===== src/rtl/fwft_fifo_arb_pkg.sv =====
// Shared types and helpers for the FWFT FIFO write arbiter.
package fwft_fifo_arb_pkg;

  typedef enum logic {ARB_IDLE, ARB_LOCK} arb_state_t;

  // Index width that never collapses to zero, so two requesters still get a 1-bit index.
  function automatic int clog2_min1(input int n);
    return (n <= 2) ? 1 : $clog2(n);
  endfunction

endpackage


===== src/rtl/fwft_rr_pick.sv =====
// Rotating-priority picker: first set request at or after ptr, wrapping modulo N_REQ.
module fwft_rr_pick
  import fwft_fifo_arb_pkg::*;
#(
  parameter int N_REQ = 4,
  parameter int IDX_W = clog2_min1(N_REQ)
) (
  input  logic [N_REQ-1:0] req,
  input  logic [IDX_W-1:0] ptr,
  output logic [IDX_W-1:0] gnt_idx,
  output logic             gnt_vld
);

  logic [2*N_REQ-1:0] dbl;
  logic [N_REQ-1:0]   rot;
  logic [IDX_W:0]     pos;
  logic [IDX_W:0]     off;
  logic [IDX_W:0]     sum;

  // Rotate the doubled request vector by ptr, priority-encode, then map back to an absolute index.
  always_comb begin
    dbl = {req, req};
    rot = '0;
    pos = '0;
    for (int i = 0; i < N_REQ; i++) begin
      pos    = {1'b0, ptr} + (IDX_W+1)'(i);
      rot[i] = dbl[pos];
    end
    off = '0;
    for (int i = N_REQ - 1; i >= 0; i--) begin
      if (rot[i]) off = (IDX_W+1)'(i);
    end
    sum = {1'b0, ptr} + off;
    if (sum >= (IDX_W+1)'(N_REQ)) sum = sum - (IDX_W+1)'(N_REQ);
    gnt_idx = sum[IDX_W-1:0];
    gnt_vld = |req;
  end

endmodule


===== src/rtl/fwft_fifo_wr_arb.sv =====
// Round-robin, burst-locked write arbiter in front of a single FWFT FIFO write port.
// A grant is held until end of packet, the burst limit, or an idle timeout; data is
// forwarded combinationally so the granted requester sees the FIFO directly.
module fwft_fifo_wr_arb
  import fwft_fifo_arb_pkg::*;
#(
  parameter int N_REQ     = 4,
  parameter int WIDTH     = 8,
  parameter int MAX_BURST = 16,
  parameter int TIMEOUT   = 32,
  localparam int IDX_W    = clog2_min1(N_REQ)
) (
  input  logic                        clk,
  input  logic                        rst_n,
  input  logic [N_REQ-1:0]            req_vld,
  input  logic [N_REQ-1:0][WIDTH-1:0] req_data,
  input  logic [N_REQ-1:0]            req_last,
  output logic [N_REQ-1:0]            req_rdy,
  output logic                        fifo_wren,
  output logic [WIDTH-1:0]            fifo_wdata,
  output logic [IDX_W-1:0]            fifo_wsrc,
  input  logic                        fifo_full,
  output logic                        busy,
  output logic [IDX_W-1:0]            cur_src
);

  localparam int BCNT_W = $clog2(MAX_BURST + 1);
  localparam int ICNT_W = clog2_min1(TIMEOUT + 1);
  localparam logic [BCNT_W-1:0] BURST_LAST = BCNT_W'(MAX_BURST - 1);
  localparam logic [ICNT_W-1:0] IDLE_LAST  = ICNT_W'((TIMEOUT > 0) ? TIMEOUT - 1 : 0);
  localparam logic [IDX_W-1:0]  SRC_LAST   = IDX_W'(N_REQ - 1);

  arb_state_t        state_q, state_d;
  logic [IDX_W-1:0]  cur_src_q, cur_src_d;
  logic [IDX_W-1:0]  rr_ptr_q, rr_ptr_d;
  logic [BCNT_W-1:0] burst_cnt_q, burst_cnt_d;
  logic [ICNT_W-1:0] idle_cnt_q, idle_cnt_d;

  logic [IDX_W-1:0]  pick_idx;
  logic              pick_vld;
  logic              cur_vld;
  logic              cur_last;
  logic              xfer;
  logic              release_lock;

  fwft_rr_pick #(
    .N_REQ (N_REQ),
    .IDX_W (IDX_W)
  ) u_pick (
    .req     (req_vld),
    .ptr     (rr_ptr_q),
    .gnt_idx (pick_idx),
    .gnt_vld (pick_vld)
  );

  // Arbitration in IDLE, transfer/burst/idle accounting and release decision in LOCK.
  always_comb begin
    state_d      = state_q;
    cur_src_d    = cur_src_q;
    rr_ptr_d     = rr_ptr_q;
    burst_cnt_d  = burst_cnt_q;
    idle_cnt_d   = idle_cnt_q;
    req_rdy      = '0;
    fifo_wdata   = '0;
    xfer         = 1'b0;
    release_lock = 1'b0;
    cur_vld      = req_vld[cur_src_q];
    cur_last     = req_last[cur_src_q];

    case (state_q)
      ARB_IDLE: begin
        if (pick_vld) begin
          state_d     = ARB_LOCK;
          cur_src_d   = pick_idx;
          burst_cnt_d = '0;
          idle_cnt_d  = '0;
        end
      end
      ARB_LOCK: begin
        req_rdy[cur_src_q] = !fifo_full;
        fifo_wdata         = req_data[cur_src_q];
        xfer               = cur_vld && !fifo_full;
        if (xfer) begin
          burst_cnt_d = burst_cnt_q + BCNT_W'(1);
          idle_cnt_d  = '0;
          if (cur_last || (burst_cnt_q == BURST_LAST)) release_lock = 1'b1;
        end else if (!cur_vld) begin
          // A stalled valid word leaves the idle counter untouched.
          if (idle_cnt_q != {ICNT_W{1'b1}}) idle_cnt_d = idle_cnt_q + ICNT_W'(1);
          if ((TIMEOUT != 0) && (idle_cnt_q == IDLE_LAST)) release_lock = 1'b1;
        end
        if (release_lock) begin
          state_d  = ARB_IDLE;
          rr_ptr_d = (cur_src_q == SRC_LAST) ? '0 : cur_src_q + IDX_W'(1);
        end
      end
      default: state_d = ARB_IDLE;
    endcase
  end

  // Control and grant state registers.
  always_ff @(posedge clk or negedge rst_n) begin
    if (!rst_n) begin
      state_q     <= ARB_IDLE;
      cur_src_q   <= '0;
      rr_ptr_q    <= '0;
      burst_cnt_q <= '0;
      idle_cnt_q  <= '0;
    end else begin
      state_q     <= state_d;
      cur_src_q   <= cur_src_d;
      rr_ptr_q    <= rr_ptr_d;
      burst_cnt_q <= burst_cnt_d;
      idle_cnt_q  <= idle_cnt_d;
    end
  end

  assign fifo_wren = xfer;
  assign fifo_wsrc = cur_src_q;
  assign busy      = (state_q == ARB_LOCK);
  assign cur_src   = cur_src_q;

endmodule


===== config.mk =====
export PLATFORM = sky130hd
export DESIGN_NAME = fwft_fifo_wr_arb
export DESIGN_NICKNAME = d
export VERILOG_FILES = /design/src/rtl/fwft_fifo_arb_pkg.sv /design/src/rtl/fwft_rr_pick.sv /design/src/rtl/fwft_fifo_wr_arb.sv
export SDC_FILE = /design/constraint.sdc
export NUM_CORES = 1
export LEC_CHECK = 0
export CORE_ASPECT_RATIO = 1.25
export CORE_MARGIN = 4
export CORE_UTILIZATION = 30
export DETAILED_ROUTE_END_ITERATION = 6
export SYNTH_ARGS = -nofsm -noshare
export SYNTH_HDL_FRONTEND = slang
export SYNTH_HIERARCHICAL = 1
export SYNTH_SLANG_ARGS = --single-unit

===== constraint.sdc =====
create_clock -name clk -period 3.9 [get_ports clk]
set_clock_uncertainty 0.2 [all_clocks]
set_input_delay 0.78 -clock clk [delete_from_list [all_inputs] [get_ports clk]]
set_output_delay 0.78 -clock clk [all_outputs]
set_load 0.01 [all_outputs]

==> tab_implementation.tex, run 1 <==
\begin{tabular}{lr}
\hline
Metric & Value \\
\hline
\multicolumn{2}{l}{\textbf{Yosys}} \\
Cell types occupying the most area after synthesis & sky130\_fd\_sc\_hd\_\_dfrtp\_1 (26\%), sky130\_fd\_sc\_hd\_\_mux4\_2 (13\%), sky130\_fd\_sc\_hd\_\_ha\_1 (7.3\%) \\
Ys Warns & 6 \\
Number of flops mapped to enable cells by yosys & 0 \\
Area fraction of the dominant cell type after synthesis & a little over a quarter \\
Post-synthesis register bit count & 16 \\
Average instance area after synthesis & 8.971 um\^{}2 \\
Library cell with the largest summed area after synthesis & sky130\_fd\_sc\_hd\_\_dfrtp\_1 \\
Netlist area before placement & 0.001534 mm\^{}2 \\
Distinct cells, synth & 46 \\
Fraction of registers with async set/reset & between 90\% and 100\% \\
Syn Inst Count & $\sim$170 \\
Synthesized net count & $\sim$220 \\
Share of synthesized area occupied by flip-flops and latches & between 20\% and 30\% \\
Leading register cell type out of synthesis & sky130\_fd\_sc\_hd\_\_dfrtp\_1 \\
\multicolumn{2}{l}{\textbf{Layout}} \\
Final Net Count & 284 \\
Layout fillers & about 470 \\
Layout cell share with drive strength beyond 1 & roughly 10\% \\
Growth of design area from synthesis to finish & 46.82\% \\
Util after Layout & a little under half \\
Diodes inserted & 0 \\
Final cell count without fillers & $\sim$290 \\
\multicolumn{2}{l}{\textbf{Power}} \\
Power density over the cells & about 620 mW/mm\^{}2 \\
Highest ir drop seen on vdd & between 0.3 and 0.4 mV \\
Static leakage & 0.9166 nW \\
\multicolumn{2}{l}{\textbf{Clock tree}} \\
Worst-case clock buffer depth & 2 \\
Num Clock Sinks & 16 \\
Total of hold buffers inserted after clock tree synthesis & 0 \\
Clock transition at the registers of the reported paths & $\sim$0.070 ns \\
Clock Latency Late Sink & between 0.2 and 0.3 ns \\
Buffer type at the clock tree root & sky130\_fd\_sc\_hd\_\_clkbuf\_8 \\
CTS HTree Levels & 1 \\
TritonCTS clock tree & built \\
Post-CTS Setup Repair Bufs & 0 \\
Cells resized by post-CTS repair & 0 \\
Inserted Clock Buffers & 3 \\
\multicolumn{2}{l}{\textbf{Placement}} \\
Total placed cells including tap cells & around 290 \\
Post-detail-place hpwl & roughly 3200 um \\
Final weighted congestion in routability-driven placement & 0.7668 \\
Number of buffers added on ports & 60 \\
\multicolumn{2}{l}{\textbf{GRT}} \\
Aggregate global routing overflow & 0 \\
Global-route wire length before repair & between 6000 and 7000 um \\
Largest net degree at the start of global routing & 17 \\
Antenna violations before repair & 0 \\
Via count of the first global-routing pass & around 1,400 \\
Total global-route track usage & 13.00\% \\
\multicolumn{2}{l}{\textbf{STA}} \\
Highest Clock Rate & roughly 0.29 GHz \\
Worst rel slew slack & roughly 51\% \\
Final period util & around nine tenths \\
Setup Total Neg Slack & 0 ns \\
Post-layout min period & $\sim$3.5 ns \\
Max Transition Viols Final & 0 \\
Slew at the pin closest to its max-slew limit & roughly 0.73 ns \\
Number of hold violations in the final report & 0 \\
RSZ-0062 raised after global routing & no \\
Endpoints failing setup & 0 \\
\multicolumn{2}{l}{\textbf{Setup path}} \\
Critical path start-end classification & in -> out \\
Arrival time of the worst setup path & roughly 2.5 ns \\
Type of element capturing the critical path & primary output \\
Startpoint types & input port \\
Highest net fanout along the worst path & 6 \\
Worst path required time & between 2 and 3 ns \\
\multicolumn{2}{l}{\textbf{Floorplan}} \\
Rows & 28 \\
Floorplan die height & a little under 90 um \\
Initial Utilization & around a third \\
Core Region & between 0.004 and 0.005 mm\^{}2 \\
Top Ports & 61 \\
Chip Width & 71.96 um \\
DIE AREA & roughly 0.0063 mm\^{}2 \\
\multicolumn{2}{l}{\textbf{Run status}} \\
Run status & completed \\
\multicolumn{2}{l}{\textbf{Run}} \\
Number of maximum-capacitance violations & 0 \\
\multicolumn{2}{l}{\textbf{Route}} \\
Avg Vias per Cell & 5.168 \\
WL per Instance & 13.77 um \\
Number of DRC violations after detailed-routing iteration 0 & 56 \\
Wire length after detailed routing & $\sim$4000 um \\
Number of remaining DRC errors & 0 \\
Number of nets still failing antenna checks after routing & 0 \\
Number of search-and-repair iterations in the first detailed-routing pass & 4 \\
Total via count in the routed design & roughly 1,500 \\
\multicolumn{2}{l}{\textbf{Hold path}} \\
Kind of path behind the tightest hold check & reg -> reg \\
\hline
\end{tabular}
-- state kept, by name (all words and copies together), names as in the netlist --
| name | flops |
|---|---|
| idle_cnt_q | 6 |
| burst_cnt_q | 5 |
| cur_src | 2 |
| rr_ptr_q | 2 |
| busy | 1 |
-- cells by family (layout without fill, tap and decap cells) --
kind of cell | count (synthesis) | in the layout | synth area share [%]
buffers and inverters | 21 | 81 | 6.932
muxes | 15 | 15 | 17.21
AOI/OAI and AO/OA | 40 | 40 | 17.86
adders and majority gates | 9 | 9 | 7.341
and+or+nand+nor | 68 | 68 | 23.41
DFF | 16 | 16 | 26.10
xor gates and xnor gates | 2 | 2 | 1.142
-- cell usage in the layout, fill, tap and decap left out, types with 3 or more instances in the layout --
cell type,Yosys,routed
sky130_fd_sc_hd__nor2b_1,4,4
sky130_fd_sc_hd__nand3_1,10,10
sky130_fd_sc_hd__mux2i_1,5,5
sky130_fd_sc_hd__inv_1,9,9
sky130_fd_sc_hd__o211ai_1,4,4
sky130_fd_sc_hd__ha_1,9,9
sky130_fd_sc_hd__clkbuf_8,0,4
sky130_fd_sc_hd__and3_1,3,3
sky130_fd_sc_hd__buf_4,2,8
sky130_fd_sc_hd__dfrtp_1,16,16
sky130_fd_sc_hd__clkdlybuf4s50_1,0,60
sky130_fd_sc_hd__nand2_1,17,17
sky130_fd_sc_hd__o21ai_0,15,15
sky130_fd_sc_hd__nor2_1,8,8
sky130_fd_sc_hd__a21o_1,3,3
sky130_fd_sc_hd__mux4_2,9,9
sky130_fd_sc_hd__or3_1,3,3
sky130_fd_sc_hd__and2_1,13,13
-- path summary, 6_finish.rpt --
kind / slack, ns / depth (start not counted) / from / to
setup / recovery: 0.43 / 5 / req_vld[3] / fifo_wren
hold / removal: 0.32 / 1 / burst_cnt_q[2] / burst_cnt_q[2]
setup reg to reg: 1.31 / 5 / cur_src[0] / idle_cnt_q[3]
hold reg to reg: 0.32 / 1 / burst_cnt_q[2] / burst_cnt_q[2]
max in group asynchronous: 2.28 / 1 / rst_n / cur_src[0]
min in group asynchronous: 0.77 / 1 / rst_n / idle_cnt_q[3]
-- where the power goes --
| part | internal (mW) | switching (mW) | total (mW) |
|---|---|---|---|
| sequential | 0.227 | 0.120 | 0.347 |
| clock | 0.0895 | 0.0590 | 0.149 |
| combinational | 0.506 | 0.400 | 0.906 |
-- layer usage --
layer,share of wire (%),GRT usage [%],vias to the layer above
met5,0,0,-
li1,-,-,753
met2,53,23.58,36
met4,0.60,3.590,0
met1,43,16.02,713
met3,3.1,1.722,2
-- synth_stat cells, types with 2 or more instances --
master and count:
sky130_fd_sc_hd__nand2_1 17, sky130_fd_sc_hd__dfrtp_1 16, sky130_fd_sc_hd__o21ai_0 15, sky130_fd_sc_hd__and2_1 13, sky130_fd_sc_hd__nand3_1 10, sky130_fd_sc_hd__ha_1 9, sky130_fd_sc_hd__inv_1 9, sky130_fd_sc_hd__mux4_2 9
sky130_fd_sc_hd__nor2_1 8, sky130_fd_sc_hd__mux2i_1 5, sky130_fd_sc_hd__buf_2 4, sky130_fd_sc_hd__clkbuf_1 4, sky130_fd_sc_hd__nor2b_1 4, sky130_fd_sc_hd__o211ai_1 4, sky130_fd_sc_hd__a21o_1 3, sky130_fd_sc_hd__and3_1 3
sky130_fd_sc_hd__or3_1 3, sky130_fd_sc_hd__a21oi_1 2, sky130_fd_sc_hd__a2bb2oi_1 2, sky130_fd_sc_hd__buf_4 2, sky130_fd_sc_hd__buf_6 2, sky130_fd_sc_hd__nand4_1 2, sky130_fd_sc_hd__o32ai_1 2
-- critical path, cell delays in order --
cell	delay, ns
sky130_fd_sc_hd__clkdlybuf4s50_1	0.43
sky130_fd_sc_hd__mux4_2	0.52
sky130_fd_sc_hd__nand2_1	0.18
sky130_fd_sc_hd__inv_1	0.09
sky130_fd_sc_hd__clkdlybuf4s50_1	0.48
-- layout make-up --
cell class,instances,area (um^2),share of cell area [%]
Multi-Input combinational cell,134,1027,45.61
Timing Repair Buffer,68,660.6,29.33
Sequential cell,16,400.4,17.78
Tap cell,60,75.07,3.333
Clock buffer,4,55.05,2.444
Inverter,9,33.78,1.500
-- metrics by stage --
step           setup WS [ns]  area, um^2  hold WS (ns)  power [mW]
6_report              0.4340        2252        0.3160       1.402
5_1_grt               0.2862        2252        0.3411       1.531
4_1_cts               0.4086        2252        0.3135       1.421
3_5_place_dp          0.4258        2197        0.3020       1.266
3_3_place_gp          0.4460        2197        0.3033       1.271
2_1_floorplan          1.194        1534        0.2627      0.9528
No activity file was read; power rests on OpenSTA's default activity.
==> inputs of run 2 (changes only) <==
==> constraint.sdc (replaced) <==
create_clock -name clk -period 3.9 [get_ports clk]
set_clock_uncertainty 0.2 [all_clocks]
set_input_delay 0.585 -clock clk [delete_from_list [all_inputs] [get_ports clk]]
set_output_delay 0.585 -clock clk [all_outputs]
set_load 0.01 [all_outputs]
==> tab_implementation.tex, run 2 (same netlist as run 1, synthesis figures left out) <==
\begin{tabular}{lr}
\hline
Metric & Value \\
\hline
\multicolumn{2}{l}{\textbf{Placement}} \\
Worst Setup Slack post-DPL & between 0.5 and 0.6 ns \\
Number of buffers added on ports & 60 \\
Final weighted congestion in routability-driven placement & around 0.77 \\
Post-detail-place hpwl & 3097 um \\
Placement Cell Area & 0.002160 mm\^{}2 \\
Total placed cells including tap cells & 282 \\
\multicolumn{2}{l}{\textbf{Layout}} \\
Final Net Count & roughly 280 \\
Growth of design area from synthesis to finish & 43.47\% \\
Area of all sequential standard cells & between 400 and 500 um\^{}2 \\
Commonest non-fill, non-tap cells in the layout & sky130\_fd\_sc\_hd\_\_clkdlybuf4s50\_1 (60), sky130\_fd\_sc\_hd\_\_nand2\_1 (17), sky130\_fd\_sc\_hd\_\_dfrtp\_1 (16) \\
Most common cell after layout, fill and taps aside & sky130\_fd\_sc\_hd\_\_clkdlybuf4s50\_1 \\
Layout cell share with drive strength beyond 1 & 8.000\% \\
Area of combinational cells with multiple inputs & just over 0.001 mm\^{}2 \\
Top register by number of flip-flops & idle\_cnt\_q \\
Final design area excluding fillers & 0.002201 mm\^{}2 \\
Final cell count without fillers & between 200 and 300 \\
Top flop regs & idle\_cnt\_q (6), burst\_cnt\_q (5) \\
Layout fillers & $\sim$480 \\
Diodes inserted & 0 \\
Flip-flop count of the largest register after layout & 6 \\
\multicolumn{2}{l}{\textbf{STA}} \\
Post-layout min period & approximately 3.4 ns \\
Number of hold violations in the final report & 0 \\
Least setup slack across all paths after layout & 0.4949 ns \\
Max Transition Viols Final & 0 \\
RSZ-0062 raised after global routing & no \\
Slew at the pin closest to its max-slew limit & $\sim$0.75 ns \\
Setup Total Neg Slack & 0 ns \\
Final period util & 87.31\% \\
Endpoints failing setup & 0 \\
Worst rel slew slack & between 50\% and 60\% \\
Highest Clock Rate & 0.2937 GHz \\
\multicolumn{2}{l}{\textbf{Hold path}} \\
Kind of path behind the tightest hold check & reg -> reg \\
\multicolumn{2}{l}{\textbf{Run status}} \\
Run status & completed \\
\multicolumn{2}{l}{\textbf{Route}} \\
Total via count in the routed design & 1,472 \\
Number of search-and-repair iterations in the first detailed-routing pass & 4 \\
Number of remaining DRC errors & 0 \\
Avg Vias per Cell & approximately 5.2 \\
WL per Instance & 13.98 um \\
Wire length after detailed routing & approximately 4000 um \\
Number of DRC violations after detailed-routing iteration 0 & 70 \\
Number of nets still failing antenna checks after routing & 0 \\
\multicolumn{2}{l}{\textbf{GRT}} \\
Global-route wire length before repair & roughly 6700 um \\
Largest net degree at the start of global routing & 17 \\
Total global-route track usage & 13.23\% \\
Via count of the first global-routing pass & approximately 1,400 \\
Aggregate global routing overflow & 0 \\
Antenna violations before repair & 0 \\
\multicolumn{2}{l}{\textbf{Clock tree}} \\
Num Clock Sinks & 16 \\
CTS HTree Levels & 1 \\
TritonCTS clock tree & built \\
Post-CTS Setup Repair Bufs & 0 \\
Total of hold buffers inserted after clock tree synthesis & 0 \\
Clock transition at the registers of the reported paths & 0.06 ns \\
Clock Latency Late Sink & approximately 0.24 ns \\
Inserted Clock Buffers & 3 \\
Buffer type at the clock tree root & sky130\_fd\_sc\_hd\_\_clkbuf\_8 \\
Cells resized by post-CTS repair & 0 \\
Worst-case clock buffer depth & 2 \\
\multicolumn{2}{l}{\textbf{Power}} \\
Static leakage & a little under 0.9 nW \\
Power density over the cells & slightly above 600 mW/mm\^{}2 \\
Highest ir drop seen on vdd & 0.3353 mV \\
Pwr Total & roughly 1.4 mW \\
\multicolumn{2}{l}{\textbf{Floorplan}} \\
Top Ports & between 60 and 70 \\
Chip Width & about 72 um \\
Core Region & between 0.004 and 0.005 mm\^{}2 \\
Initial Utilization & a little under a third \\
DIE AREA & about 0.0063 mm\^{}2 \\
Rows & 28 \\
Floorplan die height & between 80 and 90 um \\
\multicolumn{2}{l}{\textbf{Setup path}} \\
Cell chain of the critical path & clkdlybuf4s50\_1, mux4\_2, nand2\_1, inv\_1, clkdlybuf4s50\_1 \\
Startpoint types & input port \\
Setup slack of the most critical reg-to-reg path & between 1.5 and 2 ns \\
Critical register-to-register path endpoint & cur\_src[1] \\
Critical path buffer and inverter count & 3 \\
Slowest-stage cell, CP & sky130\_fd\_sc\_hd\_\_mux4\_2 \\
Worst r2r path cells & 8 \\
Stages on worst setup path & 5 \\
Worst path required time & between 3 and 4 ns \\
Kind of cell adding the most delay to the critical path & buffers and inverters \\
Arrival time of the worst setup path & about 2.6 ns \\
FF-to-FF Start & rr\_ptr\_q[0] \\
Endpoint of the most critical setup path & fifo\_wren \\
Highest net fanout along the worst path & 14 \\
Slowest stage delay, CP & $\sim$0.68 ns \\
Critical path start-end classification & in -> out \\
Cell repeated most along the worst path & sky130\_fd\_sc\_hd\_\_clkdlybuf4s50\_1 \\
Type of element capturing the critical path & primary output \\
Timing startpoint of the critical path & req\_vld[3] \\
\multicolumn{2}{l}{\textbf{Run}} \\
Number of maximum-capacitance violations & 0 \\
\hline
\end{tabular}
==> run 2: how the worst min path moves through the flow <==
stage | slack (ns) | startpoint | end | cells past startpoint
after floorplan | 0.09 | rst_n | burst_cnt_q[0] | 0
after global placement | 0.30 | burst_cnt_q[2] | burst_cnt_q[2] | 1
after detailed placement | 0.29 | burst_cnt_q[4] | burst_cnt_q[4] | 2
after CTS | 0.31 | burst_cnt_q[2] | burst_cnt_q[2] | 1
after global routing | 0.35 | burst_cnt_q[2] | burst_cnt_q[2] | 1
final | 0.30 | burst_cnt_q[2] | burst_cnt_q[2] | 1
==> run 2: area by class of cell <==
cell class | instances | share of cell area [%]
tap | 60 | 3.411
sequential | 16 | 18.19
multi-input combinational | 134 | 46.67
timing repair buffer | 63 | 28.31
clock buffer | 3 | 1.876
inverter | 9 | 1.535
==> run 2: per-stage QoR <==
step / hold slack, ns / utilization [%]
after floorplan: 0.08941 / -
after global placement: 0.2971 / 44.67
after detailed placement: 0.2941 / 44.67
after CTS: 0.3053 / 45.52
after global routing: 0.3532 / 45.52
final: 0.3003 / 45.52
==> run 2: where the power goes <==
group          total (mW)  internal [mW]  switching, mW
Sequential          0.329          0.228          0.102
Combinational       0.913          0.492          0.422
Clock               0.121         0.0683         0.0528
Total                1.36          0.788          0.576
==> run 2: routing by layer <==
metal / share of wire, % / track usage [%]
met1: 42 / 16.22
met3: 4.9 / 2.296
met2: 51 / 23.66
met5: 0 / 0
met4: 1.4 / 3.761
==> inputs of run 3 (changes only) <==
--- a/config.mk
+++ b/config.mk
@@ -6,10 +6,9 @@
 export NUM_CORES = 1
 export LEC_CHECK = 0
 export CORE_ASPECT_RATIO = 1.25
-export CORE_MARGIN = 4
+export CORE_MARGIN = 3
 export CORE_UTILIZATION = 30
 export DETAILED_ROUTE_END_ITERATION = 6
 export SYNTH_ARGS = -nofsm -noshare
 export SYNTH_HDL_FRONTEND = slang
-export SYNTH_HIERARCHICAL = 1
 export SYNTH_SLANG_ARGS = --single-unit
==> tab_implementation.tex, run 3 <==
\begin{tabular}{lr}
\hline
Metric & Value \\
\hline
\multicolumn{2}{l}{\textbf{Run status}} \\
Run status & completed \\
\multicolumn{2}{l}{\textbf{Setup path}} \\
Arrival time of the worst setup path & about 2.6 ns \\
Type of element capturing the critical path & primary output \\
Worst path required time & $\sim$3.1 ns \\
Kind of cell adding the most delay to the critical path & buffers and inverters \\
Critical path buffer and inverter count & 3 \\
Critical register-to-register path endpoint & cur\_src[1] \\
Slowest-stage cell, CP & sky130\_fd\_sc\_hd\_\_mux4\_2 \\
Critical path start-end classification & in -> out \\
Endpoint of the most critical setup path & fifo\_wren \\
FF-to-FF Start & rr\_ptr\_q[0] \\
Highest net fanout along the worst path & 10 \\
Worst r2r path cells & 9 \\
Stages on worst setup path & 5 \\
Setup slack of the most critical reg-to-reg path & roughly 1.1 ns \\
Startpoint types & input port \\
Timing startpoint of the critical path & req\_vld[0] \\
Slowest stage delay, CP & 0.63 ns \\
Cell repeated most along the worst path & sky130\_fd\_sc\_hd\_\_clkdlybuf4s50\_1 \\
Cell chain of the critical path & clkdlybuf4s50\_1, mux4\_2, nand2\_1, inv\_1, clkdlybuf4s50\_1 \\
\multicolumn{2}{l}{\textbf{STA}} \\
Highest Clock Rate & 0.2992 GHz \\
Slew at the pin closest to its max-slew limit & 0.8026 ns \\
Post-layout min period & roughly 3.3 ns \\
Endpoints failing setup & 0 \\
Worst hold slack & about 0.30 ns \\
Worst rel slew slack & about 46\% \\
Least setup slack across all paths after layout & 0.5577 ns \\
Max Transition Viols Final & 0 \\
Final period util & a little under nine tenths \\
RSZ-0062 raised after global routing & no \\
Number of hold violations in the final report & 0 \\
Setup Total Neg Slack & 0 ns \\
\multicolumn{2}{l}{\textbf{Yosys}} \\
Ys Warns & 0 \\
Syn Inst Count & 145 \\
Synthesized net count & approximately 200 \\
Cell types occupying the most area after synthesis & sky130\_fd\_sc\_hd\_\_dfrtp\_1 (27\%), sky130\_fd\_sc\_hd\_\_mux4\_2 (15\%), sky130\_fd\_sc\_hd\_\_ha\_1 (7.6\%) \\
Share of synthesized area occupied by flip-flops and latches & roughly 27\% \\
Leading cell types by count after synthesis & sky130\_fd\_sc\_hd\_\_dfrtp\_1 (16), sky130\_fd\_sc\_hd\_\_and2\_1 (12), sky130\_fd\_sc\_hd\_\_o21ai\_0 (11) \\
Library cell with the largest summed area after synthesis & sky130\_fd\_sc\_hd\_\_dfrtp\_1 \\
Fraction of registers with async set/reset & 100.0\% \\
Average instance area after synthesis & between 10 and 15 um\^{}2 \\
Cell with the most instances after synthesis & sky130\_fd\_sc\_hd\_\_dfrtp\_1 \\
Leading register cell type out of synthesis & sky130\_fd\_sc\_hd\_\_dfrtp\_1 \\
Post-synthesis register bit count & 16 \\
Area fraction of the dominant cell type after synthesis & between 20\% and 30\% \\
Distinct cells, synth & 47 \\
Netlist area before placement & $\sim$0.0015 mm\^{}2 \\
Number of flops mapped to enable cells by yosys & 0 \\
\multicolumn{2}{l}{\textbf{Layout}} \\
Layout fillers & 490 \\
Layout cell share with drive strength beyond 1 & about a tenth \\
Most common cell after layout, fill and taps aside & sky130\_fd\_sc\_hd\_\_clkdlybuf4s50\_1 \\
Flip-flop count of the largest register after layout & 6 \\
Diodes inserted & 0 \\
Final Net Count & roughly 250 \\
Top register by number of flip-flops & idle\_cnt\_q \\
Growth of design area from synthesis to finish & 42.99\% \\
Top flop regs & idle\_cnt\_q (6), burst\_cnt\_q (5) \\
Area of all sequential standard cells & 400.4 um\^{}2 \\
Commonest non-fill, non-tap cells in the layout & sky130\_fd\_sc\_hd\_\_clkdlybuf4s50\_1 (60), sky130\_fd\_sc\_hd\_\_dfrtp\_1 (16), sky130\_fd\_sc\_hd\_\_and2\_1 (12) \\
Area of combinational cells with multiple inputs & about 990 um\^{}2 \\
\multicolumn{2}{l}{\textbf{Placement}} \\
Final weighted congestion in routability-driven placement & 0.7569 \\
Post-detail-place hpwl & 3112 um \\
Number of buffers added on ports & 60 \\
Worst Setup Slack post-DPL & $\sim$0.56 ns \\
\multicolumn{2}{l}{\textbf{Clock tree}} \\
TritonCTS clock tree & built \\
Post-CTS Setup Repair Bufs & 0 \\
Buffer type at the clock tree root & sky130\_fd\_sc\_hd\_\_clkbuf\_8 \\
Num Clock Sinks & 16 \\
Worst-case clock buffer depth & 2 \\
Inserted Clock Buffers & 3 \\
Clock Latency Late Sink & between 0.2 and 0.3 ns \\
Total of hold buffers inserted after clock tree synthesis & 0 \\
Cells resized by post-CTS repair & 0 \\
CTS HTree Levels & 1 \\
Clock transition at the registers of the reported paths & approximately 0.06 ns \\
\multicolumn{2}{l}{\textbf{GRT}} \\
Total global-route track usage & $\sim$14\% \\
Aggregate global routing overflow & 0 \\
Largest net degree at the start of global routing & 21 \\
Global-route wire length before repair & 6568 um \\
Via count of the first global-routing pass & between 1,000 and 1,500 \\
Antenna violations before repair & 0 \\
\multicolumn{2}{l}{\textbf{Floorplan}} \\
Initial Utilization & 31.28\% \\
Top Ports & just over 60 \\
Rows & 28 \\
DIE AREA & 0.005855 mm\^{}2 \\
Core Region & 0.004765 mm\^{}2 \\
Floorplan die height & between 80 and 90 um \\
Chip Width & 69.04 um \\
\multicolumn{2}{l}{\textbf{Power}} \\
Power density over the cells & just under 600 mW/mm\^{}2 \\
Switching Fraction & between 30\% and 40\% \\
Comb pwr share & a little over three fifths \\
Pwr Total & around 1.2 mW \\
Portion of total power attributed to sequential cells & 26.9\% \\
Cell Int Power & 0.7587 mW \\
Static leakage & about 0.85 nW \\
Highest ir drop seen on vdd & around 0.24 mV \\
Switch Pwr & between 0.4 and 0.5 mW \\
Share of power burned in the clock network & approximately a tenth \\
\multicolumn{2}{l}{\textbf{Route}} \\
WL per Instance & about 15 um \\
Number of search-and-repair iterations in the first detailed-routing pass & 4 \\
Wire length after detailed routing & around 3900 um \\
Total via count in the routed design & about 1,300 \\
Number of remaining DRC errors & 0 \\
Number of DRC violations after detailed-routing iteration 0 & 32 \\
Number of nets still failing antenna checks after routing & 0 \\
Avg Vias per Cell & around 5.2 \\
\multicolumn{2}{l}{\textbf{Run}} \\
Number of maximum-capacitance violations & 0 \\
\multicolumn{2}{l}{\textbf{Hold path}} \\
Kind of path behind the tightest hold check & reg -> reg \\
\hline
\end{tabular}
[run 3: changes by cell type in the layout (fill, tap and decap cells not counted), moves of 3 or more]
cell | before | now
sky130_fd_sc_hd__nand2_1 | 17 | 8
sky130_fd_sc_hd__mux2i_1 | 5 | 2
sky130_fd_sc_hd__o21ai_0 | 15 | 11
sky130_fd_sc_hd__nand3_1 | 10 | 4
sky130_fd_sc_hd__o211ai_1 | 4 | 1
sky130_fd_sc_hd__nor2_1 | 8 | 4
sky130_fd_sc_hd__inv_1 | 9 | 5
sky130_fd_sc_hd__nor3_1 | 1 | 4
[run 3: per-layer routing]
metal  GRT usage, %  vias up  wire length, um
met5              0        -                0
met4          3.730        0               43
met3          2.036        6              154
met2          25.52       41             2141
met1          16.09      652             1559
li1               -      643                -
[run 3: worst min path at each step]
stage / startpoint / to / slack [ns] / cells past startpoint
2_1_floorplan: rst_n / burst_cnt_q[0] / 0.09 / 0
3_3_place_gp: burst_cnt_q[4] / burst_cnt_q[4] / 0.26 / 2
3_5_place_dp: burst_cnt_q[4] / burst_cnt_q[4] / 0.30 / 2
4_1_cts: burst_cnt_q[4] / burst_cnt_q[4] / 0.31 / 2
5_1_grt: idle_cnt_q[0] / idle_cnt_q[0] / 0.36 / 1
6_report: burst_cnt_q[4] / burst_cnt_q[4] / 0.30 / 2
[run 3: cell families after synthesis]
group,synth area share [%]
and+or+nand+nor,21.75
AOI/OAI and AO/OA,14.27
buffers and inverters,6.884
muxes,21.49
DFF,26.87
adders and majority gates,7.557
xor gates and xnor gates,1.176
[run 3: worst reg2reg max path: stages (launching register included)]
cell and delay [ns]:
sky130_fd_sc_hd__dfrtp_1 0.53, sky130_fd_sc_hd__ha_1 0.54, sky130_fd_sc_hd__mux2i_1 0.24, sky130_fd_sc_hd__nor3_1 0.07
sky130_fd_sc_hd__a21oi_1 0.15, sky130_fd_sc_hd__o21ai_0 0.10, sky130_fd_sc_hd__ha_1 0.20, sky130_fd_sc_hd__xnor2_1 0.13
sky130_fd_sc_hd__or3_1 0.35, sky130_fd_sc_hd__a31o_2 0.24
[run 3: power groups by stage]
stage	clock, mW	sequential, mW	combinational (mW)
6_report	0.122	0.335	0.791
3_3_place_gp	0	0.336	0.779
3_5_place_dp	0	0.340	0.799
4_1_cts	0.128	0.338	0.802
2_1_floorplan	0	0.282	0.550
5_1_grt	0.137	0.357	0.866
[run 3: final cells by class]
class / count / share of cell area [%]
Timing Repair Buffer: 61 / 28.54
Clock buffer: 3 / 1.938
Sequential cell: 16 / 18.79
Multi-Input combinational cell: 112 / 46.33
Tap cell: 60 / 3.523
Inverter: 5 / 0.8808
[run 3: metrics by stage]
step	area [um^2]	cells	util, %
3_3_place_gp	2090	254	43.86
4_1_cts	2131	257	44.72
6_report	2131	257	44.72
3_5_place_dp	2090	254	43.86
2_1_floorplan	1490	145	-
5_1_grt	2131	257	44.72
